File: src/rtl/rf_pkg.sv
// Shared constants and types for the register-file writeback arbiter.
package rf_pkg;

  localparam int unsigned RF_NREG = 32;
  localparam int unsigned RF_AW   = 5;
  localparam int unsigned RF_DW   = 32;

  localparam int unsigned ARB_RR      = 0;
  localparam int unsigned ARB_FIXED_B = 1;

  typedef enum logic {
    PTR_A = 1'b0,
    PTR_B = 1'b1
  } rr_ptr_t;

endpackage

File: src/rtl/wb_rr_arbiter.sv
// Two-way grant logic for the writeback port: round-robin or fixed B-over-A.
module wb_rr_arbiter
  import rf_pkg::*;
#(
  parameter int unsigned ARB_MODE = ARB_RR
) (
  input  logic CLK,
  input  logic RESET,
  input  logic a_valid,
  input  logic b_valid,
  output logic a_grant,
  output logic b_grant
);

  rr_ptr_t rr_ptr;
  logic    contested;

  assign contested = a_valid & b_valid;

  always_comb begin
    a_grant = 1'b0;
    b_grant = 1'b0;
    if (!RESET) begin
      if (contested) begin
        if (ARB_MODE == ARB_FIXED_B || rr_ptr == PTR_B) b_grant = 1'b1;
        else                                           a_grant = 1'b1;
      end else begin
        a_grant = a_valid;
        b_grant = b_valid;
      end
    end
  end

  // Pointer only advances when both requesters competed for the port.
  always_ff @(posedge CLK or posedge RESET) begin
    if (RESET) begin
      rr_ptr <= PTR_A;
    end else if (ARB_MODE == ARB_RR && contested) begin
      rr_ptr <= (rr_ptr == PTR_A) ? PTR_B : PTR_A;
    end
  end

endmodule

File: src/rtl/regfile_wb_arbiter.sv
// Shares the register-file write port between WB (A) and load return (B),
// and tracks outstanding load destinations in a pending-write scoreboard.
module regfile_wb_arbiter
  import rf_pkg::*;
#(
  parameter int unsigned NREG     = RF_NREG,
  parameter int unsigned AW       = RF_AW,
  parameter int unsigned DW       = RF_DW,
  parameter int unsigned ARB_MODE = ARB_RR
) (
  input  logic            CLK,
  input  logic            RESET,
  input  logic            a_valid,
  input  logic [AW-1:0]   a_addr,
  input  logic [DW-1:0]   a_data,
  output logic            a_ready,
  input  logic            b_valid,
  input  logic [AW-1:0]   b_addr,
  input  logic [DW-1:0]   b_data,
  output logic            b_ready,
  input  logic            alloc_valid,
  input  logic [AW-1:0]   alloc_addr,
  output logic            rf_write,
  output logic [AW-1:0]   rf_addr,
  output logic [DW-1:0]   rf_data,
  output logic [NREG-1:0] busy_mask,
  output logic            sb_err
);

  logic            a_xfer;
  logic            b_xfer;
  logic [NREG-1:0] busy_nxt;
  logic            err_nxt;

  wb_rr_arbiter #(
    .ARB_MODE(ARB_MODE)
  ) u_arb (
    .CLK    (CLK),
    .RESET  (RESET),
    .a_valid(a_valid),
    .b_valid(b_valid),
    .a_grant(a_ready),
    .b_grant(b_ready)
  );

  assign a_xfer = a_valid & a_ready;
  assign b_xfer = b_valid & b_ready;

  // Clear for the returning load is applied before the new alloc, so a
  // same-edge re-alloc of the returning register is neither an error nor lost.
  always_comb begin
    busy_nxt = busy_mask;
    err_nxt  = sb_err;
    if (b_xfer && b_addr != '0) begin
      if (!busy_mask[b_addr]) err_nxt = 1'b1;
      busy_nxt[b_addr] = 1'b0;
    end
    if (alloc_valid && alloc_addr != '0) begin
      if (busy_nxt[alloc_addr]) err_nxt = 1'b1;
      busy_nxt[alloc_addr] = 1'b1;
    end
    busy_nxt[0] = 1'b0;
  end

  always_ff @(posedge CLK or posedge RESET) begin
    if (RESET) begin
      busy_mask <= '0;
      sb_err    <= 1'b0;
    end else begin
      busy_mask <= busy_nxt;
      sb_err    <= err_nxt;
    end
  end

  // x0 writes are accepted but never reach the register file.
  always_ff @(posedge CLK or posedge RESET) begin
    if (RESET) begin
      rf_write <= 1'b0;
      rf_addr  <= '0;
      rf_data  <= '0;
    end else if (a_xfer) begin
      rf_write <= (a_addr != '0);
      rf_addr  <= a_addr;
      rf_data  <= a_data;
    end else if (b_xfer) begin
      rf_write <= (b_addr != '0);
      rf_addr  <= b_addr;
      rf_data  <= b_data;
    end else begin
      rf_write <= 1'b0;
    end
  end

endmodule

File: config.mk
export PLATFORM = sky130hd
export DESIGN_NAME = regfile_wb_arbiter
export DESIGN_NICKNAME = d
export VERILOG_FILES = /design/src/rtl/rf_pkg.sv /design/src/rtl/wb_rr_arbiter.sv /design/src/rtl/regfile_wb_arbiter.sv
export SDC_FILE = /design/constraint.sdc
export NUM_CORES = 1
export LEC_CHECK = 0
export CAP_MARGIN = 20
export CORE_MARGIN = 2
export CORE_UTILIZATION = 30
export DETAILED_ROUTE_END_ITERATION = 8
export GPL_ROUTABILITY_DRIVEN = 0
export PLACE_DENSITY_LB_ADDON = 0.1
export SLEW_MARGIN = 25
export SYNTH_ARGS = -nofsm -noshare
export SYNTH_HDL_FRONTEND = slang
export SYNTH_SLANG_ARGS = --single-unit
File: constraint.sdc
create_clock -name CLK -period 4.05 [get_ports CLK]
set_clock_uncertainty 0.1 [all_clocks]
set_input_delay 0.6075 -clock CLK [delete_from_list [all_inputs] [get_ports CLK]]
set_output_delay 0.6075 -clock CLK [all_outputs]
set_load 0.02 [all_outputs]
Word-level counts from Yosys, hierarchy flattened
Index checks and enable logic that the tools add are counted.
{"block": "totals", "regBits": 71, "input_bits": 84, "output_inout_bits": 73, "word_cells": 50}
{"block": "classes", "magnitude_cmp": 4, "n_mux": 26, "bitwise": 6, "reduce_logical": 8}
{"op": "two-way mux 32 bit", "count": 4}
{"op": "bitwise AND 32 bit", "count": 1}
{"op": "NOT 32 bit", "count": 1}
{"op": "OR 32 bit", "count": 1}
{"op": "two-way mux 1 bit", "count": 16}
{"op": "nonzero test 5 bit", "count": 3}
{"op": "less-than comparator 5 x 6 -> 1 bit, second input constant", "count": 2}
{"op": "binary-select mux 1 bit (select 5 bit)", "count": 2}
{"op": "demux 1 bit (select 5 bit)", "count": 2}
{"op": "greater-or-equal comparator 5 x 1 -> 1 bit, second input constant", "count": 2}
{"op": "two-way mux 5 bit", "count": 2}
{"op": "logical AND 1 bit", "count": 4}
{"op": "bitwise AND 1 bit", "count": 3}
{"op": "nonzero test 2 bit", "count": 1}

Longest topological paths before layout
{"block": "logic_depth", "depth_word": 11, "mapped_depth": 9, "mapped_depth_nobuf": 7}

By module
From an unflattened synthesis, not the netlist that was laid out.
{"block": "hier_totals", "hier_cells": 354, "hier_area_um2": 3704.8}
{"mod": "regfile_wb_arbiter", "instances": 1, "cells_each": 346, "area_per_inst_um2": 3641.0, "seq_area_each_um2": 1751.7}
{"mod": "wb_rr_arbiter", "instances": 1, "cells_each": 8, "area_per_inst_um2": 63.8, "seq_area_each_um2": 25.0}

Least setup slack after synthesis
No wires, ideal clock.
{"block": "synth_path", "kind": "input to output", "from": "input port RESET", "to": "output port a_ready", "t_arrival_ps": 3306, "t_required_ps": 3342, "slack_ps": 37, "path_stages": 5, "n_path_buf": 3, "cell_sequence": "inv_1 and3_1 clkbuf_1 buf_2 clkbuf_1"}
{"block": "synth_between", "elab_chain_cells": 1}
{"element": "start: declaration", "line": "regfile_wb_arbiter.sv:12", "source": "input logic RESET,"}
{"element": "two-way mux 1 bit", "line": "wb_rr_arbiter.sv:23", "source": "if (!RESET) begin"}
{"element": "end: declaration", "line": "regfile_wb_arbiter.sv:16", "source": "output logic a_ready,"}
Every way passes these cells.

Worst setup path in the final report
{"block": "layout_path", "from": "input port a_valid", "to": "output port b_ready"}
{"block": "layout_between", "elab_chain_cells": 3}
{"element": "start: declaration", "line": "regfile_wb_arbiter.sv:13", "source": "input logic a_valid,"}
{"element": "bitwise AND 1 bit", "line": "wb_rr_arbiter.sv:18", "source": "assign contested = a_valid & b_valid;"}
{"element": "two-way mux 1 bit", "line": "wb_rr_arbiter.sv:24", "source": "if (contested) begin"}
{"element": "two-way mux 1 bit", "line": "wb_rr_arbiter.sv:23"}
{"element": "end: declaration", "line": "regfile_wb_arbiter.sv:20", "source": "output logic b_ready,"}
Every way passes these cells.

==> metrics.yaml <==
grt_pass1_vias: 3578
clkSinkCount: 71
core_um2: 12600
antenna_found_initial: 0
ctsHoldBuffers: 0
die_x_um: 117
slew_viol_final: 0
cts_root_buf: "clkbuf_16"
seq_power_share: 0.361
cpMostUsedCell: "clkdlybuf4s50_1"
worstPathArrival_ns: 2.54
synth.cell_area_um2: 3840
synthDistinctLibCells: 48
synth_edf_count: 0
numCtsBuffers: 9
yosysWarnings: 0
wl_per_cell_um: 17.4
rsz0062_at_grt: "false"
p_leak_uw: 0.00226
worst_path_largest_cell_delay_ns: 0.57
die_area_um2: 13700
fin_crit_sh: 0.801
synth_ff_type: "dfrtp_1"
syn_area_per_cell_um2: 9.74
worst_skew_pair.late_latency_ns: 0.33
synth_nets: 478
end_kind: "output pin"
seq_area_frac_synth: 0.463
finalHoldViolations: 0
cts_setup_buffers: 0
critPathKind: "primary input to output pin"
hold_ws_ns: 0.377
total_power_uw: 2710
syn_to_final_growth_pct: 52.3
dr.first_iter.drc_count: 333
tightest_slew_ns: 0.811
cap_violations: 0
synth_top_area_share: 0.463
wl_um: 12400
synthCells: 394
worst-endpoint-required_ns: 3.34
fmax_mhz: 308
vias: 3614
clkPwrFrac: 0.273
ys_seq_elements: 71
clk_pin_slew_worst_paths_ns: 0.05
hold_class: "flip-flop to flip-flop"
tns_ns: 0
die-height_um: 117
status: "finished clean"
ctsResizeCount: 0
finalWorstPathRequiredPeriod_ns: 3.25
setup.worst_path.start_class: "primary input"
drive_gt1_frac: 0.0758
p_int_uw: 1800
drc_errors: 0
cp_max_fo: 15
antenna_left: 0
setup_viol: 0
slew-limit-headroom: 0.458
ios: 157
grt_first_pass_wirelength_um: 18800
synth.area.top_cells: "dfrtp_1 46%, o21ai_0 11%, mux2i_1 9.1%, nand2_1 4.9%, mux4_2 4.1%"
crit_slowest_cell: "nor2b_2"
dp_hpwl_um: 9530
start_util: 0.305
cts_tree: "yes"
num_antenna_cells: 0
via_per_inst: 5.07
port_buffers: 155
cp_num_buf_inv: 3
gr-total-overflow: 0
p_switching_uw: 904
synthArstFlopShare: 1.00
switching_share: 0.334
yosys.area.top_type: "dfrtp_1"
path_delay_family: "buffers and inverters"
drt-pass1-iter-count: 4
power.density_nw_per_um2: 463
cp_cell_sequence: "clkdlybuf4s50_1, nor2b_2, nor2_1, buf_4, clkdlybuf4s50_1"
clock_path_buffers: 2
std_cell_rows: 41
cts-htree-levels: 3
p_comb_frac: 0.366
fin_nets: 621
ir_drop_mv: 0.167
grt_usage: 0.181
grt_max_degree: 50
worst min-delay path: stages, from the launching register on:
cell and delay [ns]:
dfrtp_1 0.33, nand2_1 0.05, o21ai_0 0.06
cells by family after synthesis:
group	count (synthesis)	share of synthesized area
other cells	1	0.000977
simple gates	102	0.135
buf+inv	43	0.0483
flops	71	0.463
compound gates	132	0.212
xor+xnor	1	0.00228
mux	44	0.138
registers in the layout, indices dropped and copies added (netlist names):
signal / flops
u_arb.rr_ptr: 1
sb_err: 1
rf_data: 32
rf_write: 1
rf_addr: 5
busy_mask: 31
layout make-up:
type / count / area, um^2
Fill cell: 1199 / 6720
Timing Repair Buffer: 165 / 1650
Multi-Input combinational cell: 280 / 1890
Sequential cell: 71 / 1780
Tap cell: 172 / 215
Inverter: 10 / 37.5
Clock buffer: 15 / 278
placed cells by master (no fill, tap or decap), types with 5 or more instances in the layout:
cell             instances
o41ai_1                 13
or3_1                    6
mux2i_1                 35
nand2_1                 50
clkbuf_16                9
o21ai_0                 83
inv_1                    9
buf_4                    9
nand3b_1                 5
mux4_2                   7
nand3_1                  6
dfrtp_1                 71
o22ai_1                  9
nor2b_1                  5
clkdlybuf4s50_1        155
nor2_1                   6
Yosys cell counts, drive strengths merged (3+ instances only):
library cell and count:
o21ai 87, dfrtp 71, nand2 50, mux2i 35, clkbuf 19, o41ai 15, buf 14, inv 10
o22ai 9, mux4 7, nand3 6, nor2 6, nor2b 6, or3 6, nand3b 5, or3b 5
a21oi 4, nand2b 4, nor4 4, o2111ai 4, a222oi 3, or2 3
worst paths after layout:
check | start | endpoint | slack, ns | cells past startpoint
hold / removal | rf_data[13]$_DFFE_PP0P_ | rf_data[13]$_DFFE_PP0P_ | 0.38 | 2
min in group asynchronous | RESET | busy_mask[3]$_DFF_PP0_ | 0.61 | 3
hold reg to reg | rf_data[13]$_DFFE_PP0P_ | rf_data[13]$_DFFE_PP0P_ | 0.38 | 2
setup / recovery | a_valid | b_ready | 0.80 | 5
setup reg to reg | u_arb.rr_ptr$_DFFE_PP0N_ | sb_err$_DFF_PP0_ | 1.57 | 8
max in group asynchronous | RESET | busy_mask[10]$_DFF_PP0_ | 2.67 | 3
metal layers:
layer | up-vias | GRT usage | part of all wire
li1 | 1746 | - | -
met1 | 1687 | 0.235 | 0.44
met2 | 160 | 0.293 | 0.45
met3 | 21 | 0.0402 | 0.086
met4 | 0 | 0.0769 | 0.020
met5 | - | 0 | 0
per-stage QoR:
stage                      util  cells  setup slack [ns]  instance area (um^2)
after detailed placement  0.443    698             0.453                  5560
after floorplan               -    394            0.0370                  3840
final                     0.465    713             0.805                  5840
after CTS                 0.465    713             0.501                  5840
after global routing      0.465    713             0.682                  5840
after global placement    0.441    697             0.550                  5540
power by group through the flow:
stage	clock network, uW	logic, uW	registers, uW
after floorplan	0	333	1130
after global placement	0	989	991
after detailed placement	0	993	990
after CTS	758	998	978
after global routing	792	1070	998
final	739	992	977
Note: power is estimated with default switching activity, not from simulation.
